### src/rtl/rv32i_pkg.sv
// rtl/rv32i_pkg.sv - shared RV32I constants and ID/EX payload type
package rv32i_pkg;

  localparam int XLEN       = 32;
  localparam int FUNCCODE_W = 4;

  localparam logic [6:0] OPC_OP     = 7'b0110011;
  localparam logic [6:0] OPC_OP_IMM = 7'b0010011;

  typedef struct packed {
    logic [XLEN-1:0]       A;
    logic [XLEN-1:0]       B;
    logic [XLEN-1:0]       pc;
    logic [FUNCCODE_W-1:0] FuncCode;
    logic [6:0]            Opcode;
    logic [4:0]            rd;
  } id_ex_payload_t;

  typedef enum logic [1:0] {
    ST_EMPTY = 2'd0,
    ST_ONE   = 2'd1,
    ST_TWO   = 2'd2
  } id_ex_state_t;

endpackage

### src/rtl/id_ex_stage_if.sv
// rtl/id_ex_stage_if.sv - decode-side and execute-side handshakes of the ID/EX stage
interface id_ex_stage_if
  import rv32i_pkg::*;
  ();

  logic                  in_valid;
  logic                  in_ready;
  logic [31:0]           in_instr;
  logic [XLEN-1:0]       in_A;
  logic [XLEN-1:0]       in_B;
  logic [XLEN-1:0]       in_pc;
  logic                  flush;

  logic                  out_valid;
  logic                  out_ready;
  logic [XLEN-1:0]       out_A;
  logic [XLEN-1:0]       out_B;
  logic [FUNCCODE_W-1:0] out_FuncCode;
  logic [6:0]            out_Opcode;
  logic [4:0]            out_rd;
  logic [XLEN-1:0]       out_pc;

  // Decode/EX environment side
  modport master (
    output in_valid, in_instr, in_A, in_B, in_pc, flush, out_ready,
    input  in_ready, out_valid, out_A, out_B, out_FuncCode, out_Opcode, out_rd, out_pc
  );

  // Pipeline stage side
  modport slave (
    input  in_valid, in_instr, in_A, in_B, in_pc, flush, out_ready,
    output in_ready, out_valid, out_A, out_B, out_FuncCode, out_Opcode, out_rd, out_pc
  );

endinterface

### src/rtl/id_ex_decode.sv
// rtl/id_ex_decode.sv - combinational instr to FuncCode/Opcode/rd extractor
module id_ex_decode
  import rv32i_pkg::*;
(
  input  logic [31:0]           instr,
  output logic [FUNCCODE_W-1:0] func_code,
  output logic [6:0]            opcode,
  output logic [4:0]            rd
);

  logic [2:0] funct3;
  logic       alt_bit;
  logic       unused_bits;

  assign unused_bits = ^{instr[31], instr[29:15]};

  // Bit 30 only selects SUB/SRA for register ops and SRAI for immediates; elsewhere it is immediate data
  always_comb begin
    opcode  = instr[6:0];
    rd      = instr[11:7];
    funct3  = instr[14:12];
    alt_bit = 1'b0;
    if (opcode == OPC_OP) begin
      alt_bit = instr[30];
    end else if ((opcode == OPC_OP_IMM) && (funct3 == 3'b101)) begin
      alt_bit = instr[30];
    end
    func_code = {alt_bit, funct3};
  end

endmodule

### src/rtl/id_ex_stage.sv
// rtl/id_ex_stage.sv - registered ID to EX stage with two-entry skid buffer and flush
module id_ex_stage
  import rv32i_pkg::*;
(
  input  logic        clk,
  input  logic        rst_n,
  id_ex_stage_if.slave bus
);

  id_ex_state_t   state_q, state_d;
  id_ex_payload_t main_q, skid_q, in_payload;
  logic           in_ready_q;
  logic           in_fire, out_fire, out_valid;
  logic           load_main_in, load_skid, move_skid;

  logic [FUNCCODE_W-1:0] dec_func_code;
  logic [6:0]            dec_opcode;
  logic [4:0]            dec_rd;

  id_ex_decode u_decode (
    .instr     (bus.in_instr),
    .func_code (dec_func_code),
    .opcode    (dec_opcode),
    .rd        (dec_rd)
  );

  assign in_payload = '{A: bus.in_A, B: bus.in_B, pc: bus.in_pc,
                        FuncCode: dec_func_code, Opcode: dec_opcode, rd: dec_rd};

  assign out_valid = (state_q != ST_EMPTY);
  assign in_fire   = bus.in_valid & in_ready_q & ~bus.flush;
  assign out_fire  = out_valid & bus.out_ready;

  // Next-state and load selection; flush overrides every transition
  always_comb begin
    state_d      = state_q;
    load_main_in = 1'b0;
    load_skid    = 1'b0;
    move_skid    = 1'b0;
    if (bus.flush) begin
      state_d = ST_EMPTY;
    end else begin
      unique case (state_q)
        ST_EMPTY: begin
          if (in_fire) begin
            load_main_in = 1'b1;
            state_d      = ST_ONE;
          end
        end
        ST_ONE: begin
          if (in_fire && out_fire) begin
            load_main_in = 1'b1;
          end else if (in_fire) begin
            load_skid = 1'b1;
            state_d   = ST_TWO;
          end else if (out_fire) begin
            state_d = ST_EMPTY;
          end
        end
        ST_TWO: begin
          if (out_fire) begin
            move_skid = 1'b1;
            state_d   = ST_ONE;
          end
        end
        default: state_d = ST_EMPTY;
      endcase
    end
  end

  // State register and registered in_ready, which mirrors "next state has room"
  always_ff @(posedge clk) begin
    if (!rst_n) begin
      state_q    <= ST_EMPTY;
      in_ready_q <= 1'b0;
    end else begin
      state_q    <= state_d;
      in_ready_q <= (state_d != ST_TWO);
    end
  end

  // Payload registers change only on a load and otherwise keep their last contents
  always_ff @(posedge clk) begin
    if (!rst_n) begin
      main_q <= '0;
      skid_q <= '0;
    end else begin
      if (load_main_in) begin
        main_q <= in_payload;
      end else if (move_skid) begin
        main_q <= skid_q;
      end
      if (load_skid) begin
        skid_q <= in_payload;
      end
    end
  end

  assign bus.in_ready     = in_ready_q;
  assign bus.out_valid    = out_valid;
  assign bus.out_A        = main_q.A;
  assign bus.out_B        = main_q.B;
  assign bus.out_pc       = main_q.pc;
  assign bus.out_FuncCode = main_q.FuncCode;
  assign bus.out_Opcode   = main_q.Opcode;
  assign bus.out_rd       = main_q.rd;

endmodule

### src/flat_wrapper.sv
// flat-port wrapper written by rule: the top's interface ports become plain ports
module id_ex_stage_flat import rv32i_pkg::*;
  (clk, rst_n, bus_in_valid, bus_in_instr, bus_in_A, bus_in_B, bus_in_pc, bus_flush, bus_out_ready, bus_in_ready, bus_out_valid, bus_out_A, bus_out_B, bus_out_FuncCode, bus_out_Opcode, bus_out_rd, bus_out_pc);
  id_ex_stage_if bus_i ();
  input  logic clk;
  input  logic rst_n;
  input wire logic [$bits(bus_i.in_valid)-1:0] bus_in_valid;
  input wire logic [$bits(bus_i.in_instr)-1:0] bus_in_instr;
  input wire logic [$bits(bus_i.in_A)-1:0] bus_in_A;
  input wire logic [$bits(bus_i.in_B)-1:0] bus_in_B;
  input wire logic [$bits(bus_i.in_pc)-1:0] bus_in_pc;
  input wire logic [$bits(bus_i.flush)-1:0] bus_flush;
  input wire logic [$bits(bus_i.out_ready)-1:0] bus_out_ready;
  output wire logic [$bits(bus_i.in_ready)-1:0] bus_in_ready;
  output wire logic [$bits(bus_i.out_valid)-1:0] bus_out_valid;
  output wire logic [$bits(bus_i.out_A)-1:0] bus_out_A;
  output wire logic [$bits(bus_i.out_B)-1:0] bus_out_B;
  output wire logic [$bits(bus_i.out_FuncCode)-1:0] bus_out_FuncCode;
  output wire logic [$bits(bus_i.out_Opcode)-1:0] bus_out_Opcode;
  output wire logic [$bits(bus_i.out_rd)-1:0] bus_out_rd;
  output wire logic [$bits(bus_i.out_pc)-1:0] bus_out_pc;
  assign bus_i.in_valid = bus_in_valid;
  assign bus_i.in_instr = bus_in_instr;
  assign bus_i.in_A = bus_in_A;
  assign bus_i.in_B = bus_in_B;
  assign bus_i.in_pc = bus_in_pc;
  assign bus_i.flush = bus_flush;
  assign bus_i.out_ready = bus_out_ready;
  assign bus_in_ready = bus_i.in_ready;
  assign bus_out_valid = bus_i.out_valid;
  assign bus_out_A = bus_i.out_A;
  assign bus_out_B = bus_i.out_B;
  assign bus_out_FuncCode = bus_i.out_FuncCode;
  assign bus_out_Opcode = bus_i.out_Opcode;
  assign bus_out_rd = bus_i.out_rd;
  assign bus_out_pc = bus_i.out_pc;
  id_ex_stage u_core (.clk(clk), .rst_n(rst_n), .bus(bus_i));
endmodule
### config.mk
export PLATFORM = sky130hd
export DESIGN_NAME = id_ex_stage_flat
export DESIGN_NICKNAME = d
export VERILOG_FILES = /design/src/rtl/rv32i_pkg.sv /design/src/rtl/id_ex_stage_if.sv /design/src/rtl/id_ex_decode.sv /design/src/rtl/id_ex_stage.sv /design/src/flat_wrapper.sv
export SDC_FILE = /design/constraint.sdc
export NUM_CORES = 1
export LEC_CHECK = 0
export ABC_AREA = 1
export CORE_UTILIZATION = 40
export CTS_CLUSTER_SIZE = 16
export DETAILED_ROUTE_END_ITERATION = 7
export PLACE_DENSITY = 0.67
export SLEW_MARGIN = 20
export SYNTH_ARGS = -nofsm -noshare
export SYNTH_HDL_FRONTEND = slang
export SYNTH_HIERARCHICAL = 1
export SYNTH_SLANG_ARGS = --single-unit
### constraint.sdc
create_clock -name clk -period 1.6 [get_ports clk]
set_input_delay 0.32 -clock clk [delete_from_list [all_inputs] [get_ports clk]]
set_output_delay 0.32 -clock clk [all_outputs]
set_load 0.02 [all_outputs]
==> key figures <==
Run status
  – Outcome: finished with violations
  – Violated checks: DRC

Routing
  – DRC viols: 16
  – 1st-iter DRT viols: 1115
  – Post-DRT Antenna Nets: 0
  – Wirelength per Cell: 15.9 µm
  – Vias: 11400
  – Via density: 5.43
  – Detailed Routing Iterations Pass 1: 8
  – Post-Route WL: 33.3 mm

Pwr
  – Seq pwr share: 42.6%
  – Combinational power share: 12.3%
  – NetSw: 3.40 mW
  – Pint: 10.4 mW
  – PwrDens: 938 nW/µm²
  – Max VDD drop: 0.588 mV
  – Clk pwr share: 45.0%
  – Sw Ratio: 24.6%
  – Leakage power: 6.42 nW

Global routing
  – Largest net degree at the start of global routing: 79
  – GRT Total Usage: 23.3%
  – Initial antenna violation count: 2
  – Grt ovf: 0
  – Wire length of the first global-routing pass: 53.8 mm
  – Vias in the first global route: 10400

Yosys
  – Cell taking the most area after synthesis: dfxtp_1
  – Synthesized instance count: 1560
  – Post-synth top area share: 42.4%
  – Cell Area, Synth: 10700 µm²
  – Syn_nets: 1693
  – Synth warn: 6
  – Number of distinct library cells after synthesis: 19
  – Seq cells post-synth: 227
  – Ranking of synthesized cells by area: dfxtp_1 42%, nand3_1 16%, nand2_1 12%
  – Sequential fraction of the synthesis area: 42.4%
  – Average size of a mapped cell: 6.88 µm²

Clock network
  – Root Driver: clkbuf_16
  – TritonCTS clock tree: yes
  – Clk buf depth: 3
  – Clock sinks: 227
  – Worst-path clk slew: 60 ps
  – Clock Latency Late Sink: 520 ps
  – CTS Buf Count: 26
  – H-tree Lvls: 1

Die
  – Die footprint: 27500 µm²
  – Num rows: 59
  – Core region area: 26200 µm²
  – Initial Util: 40.9%
  – Die Y: 166 µm
  – Die W: 166 µm
  – I/O Pins: 247

Worst setup path
  – Crit path DAT: 1250 ps
  – Critical path launch point type: flop
  – Largest stage delay on the critical path: 370 ps
  – Slowest cell on crit path: dfxtp_1
  – Required @ worst endpoint: 1280 ps
  – Worst Path Max Fanout: 2
  – Worst path cell trace: dlygate4sd2_1
  – CP Buf/Inv Count: 1
  – CP top delay family: flip-flops
  – Worst setup EP type: primary output
  – Setup CP Type: reg -> out

STA
  – Unrepaired setup endpoints after global routing: yes
  – Max transition margin: 71.0%
  – Pins Over Slew Limit: 0
  – Final hold violation count: 0
  – Clk_skew: 12.0 ps
  – Worst Max-Slew Pin Slew: 434 ps
  – Final setup vio count: 0
  – Tcrit/Tclk final: 98.0%
  – Final Critical Period: 1570 ps
  – Max Clock Freq: 638 MHz
  – Post-route setup TNS: 0 ps
  – Fin Hold WS: 418 ps

Cells and area
  – Final Net Count: 1871
  – FILL cells: 2520
  – Layout area overhead: 37.4%
  – Core Util, Final: 56.3%
  – Sequential cell area: 4550 µm²
  – Fraction of layout cells with a size suffix above 1: 8.82%
  – Multi-input gate area: 4990 µm²

Min path
  – Hold WC Path Type: in -> reg

Placed design
  – Post-DP HPWL: 21.1 mm
  – RD Place Congestion: 0.784
  – PortBufs: 230

Job
  – Max_cap viols: 0
[final timing paths]
path              depth (start not counted)                      from  slack [ps]           endpoint
setup / recovery                          1  u_core/bus.out_Opcode[5]          30  bus_out_Opcode[5]
hold / removal                            3               bus_in_A[9]         420  u_core/skid_q[89]
setup reg to reg                          5         u_core/state_q[1]          60  u_core/skid_q[55]
hold reg to reg                           2          u_core/skid_q[5]         460   u_core/skid_q[5]
[synth_stat cells]
library cell    n
dfxtp_1       227
inv_2           2
nand4_1       112
o21ai_0         1
inv_1         121
clkbuf_1       72
o211ai_1        1
nand3_2         1
a21oi_1       226
nand3_1       340
nand2_1       339
buf_1          19
nand2_2         2
nor2_2          5
nor2_1          7
o21ai_2         1
buf_4          22
nor3_1          1
buf_2          61
[cells in the final DEF, fill, tap and decap left out, types with 2 or more instances in the layout]
cell type | Yosys | layout
nor2_1 | 7 | 5
nand2_4 | 0 | 3
clkinv_2 | 0 | 2
nand3_1 | 340 | 339
dfxtp_1 | 227 | 225
inv_1 | 121 | 121
dlygate4sd2_1 | 0 | 105
bufinv_16 | 0 | 2
dfxtp_4 | 0 | 2
clkbuf_8 | 0 | 10
clkbuf_16 | 0 | 28
nand2_1 | 339 | 338
nor2_4 | 0 | 4
nor2_2 | 5 | 3
diode_2 | 0 | 2
clkbuf_1 | 72 | 4
nand4_1 | 112 | 112
a21oi_1 | 226 | 226
buf_12 | 0 | 39
clkdlybuf4s50_1 | 0 | 116
clkdlybuf4s15_1 | 0 | 8
buf_4 | 22 | 51
[sequential cells by signal, indices dropped and copies added, names as in the netlist]
signal	count
u_core/bus.out_B	32
u_core/bus.out_A	32
u_core/skid_q	112
u_core/bus.out_Opcode	7
u_core/bus.out_FuncCode	4
u_core/state_q	2
u_core/bus.out_rd	5
u_core/bus.out_pc	32
u_core/bus.in_ready	1
[what timing repair did]
| action | CTS | global route |
|---|---|---|
| buffers inserted | 0 | 0 |
| endpoints found under the setup margin | 121 | 20 |
| pin swaps | 0 | 1 |
| gates resized for setup | 121 | 10 |
| hold buffers | 0 | 0 |
| gates cloned | 0 | 2 |
[cells by family after synthesis]
logic type,Yosys count,synth area share (%)
AND/OR/NAND/NOR,807,35.0
flip-flops,227,42.4
AO/OA/AOI/OAI,229,10.7
buffers and inverters,297,11.9
[power groups by stage]
stage	logic, mW	clock network (mW)	registers [mW]
floorplan	0.655	0	6.19
CTS	1.69	6.34	5.89
global placement	1.77	0	6.02
detailed placement	1.79	0	6.03
finish	1.70	6.23	5.89
global route	1.83	6.60	5.91
[per-layer routing]
metal  part of all wire, %  wire length [µm]  up-vias  global-route usage [%]
li1                      -                 -     5596                       -
met1                    43             14500     5346                    30.4
met2                    49             16200      381                    39.8
met3                   5.7              1910       55                    3.07
met4                   2.1               714        0                    7.56
met5                     0                 0        -                       0
[layout make-up]
type / instances / area share, %
Timing Repair Buffer: 323 / 23.0
Tap cell: 335 / 2.84
Multi-Input combinational cell: 1037 / 33.9
Clock buffer: 41 / 5.62
Clock inverter: 6 / 0.585
Sequential cell: 227 / 30.9
Inverter: 123 / 3.17
Antenna cell: 2 / 0.0339
[metrics by stage]
stage               power (mW)  cell area (µm²)  std cells  worst slack [ps]
floorplan                 6.84            10700       1560              26.2
global placement          7.80            13900       2043              -359
detailed placement        7.81            13900       2043              -382
CTS                       13.9            14700       2090              8.89
global route              14.3            14700       2094             -14.2
finish                    13.8            14700       2094              32.7
(Power assumes the default switching activity.)
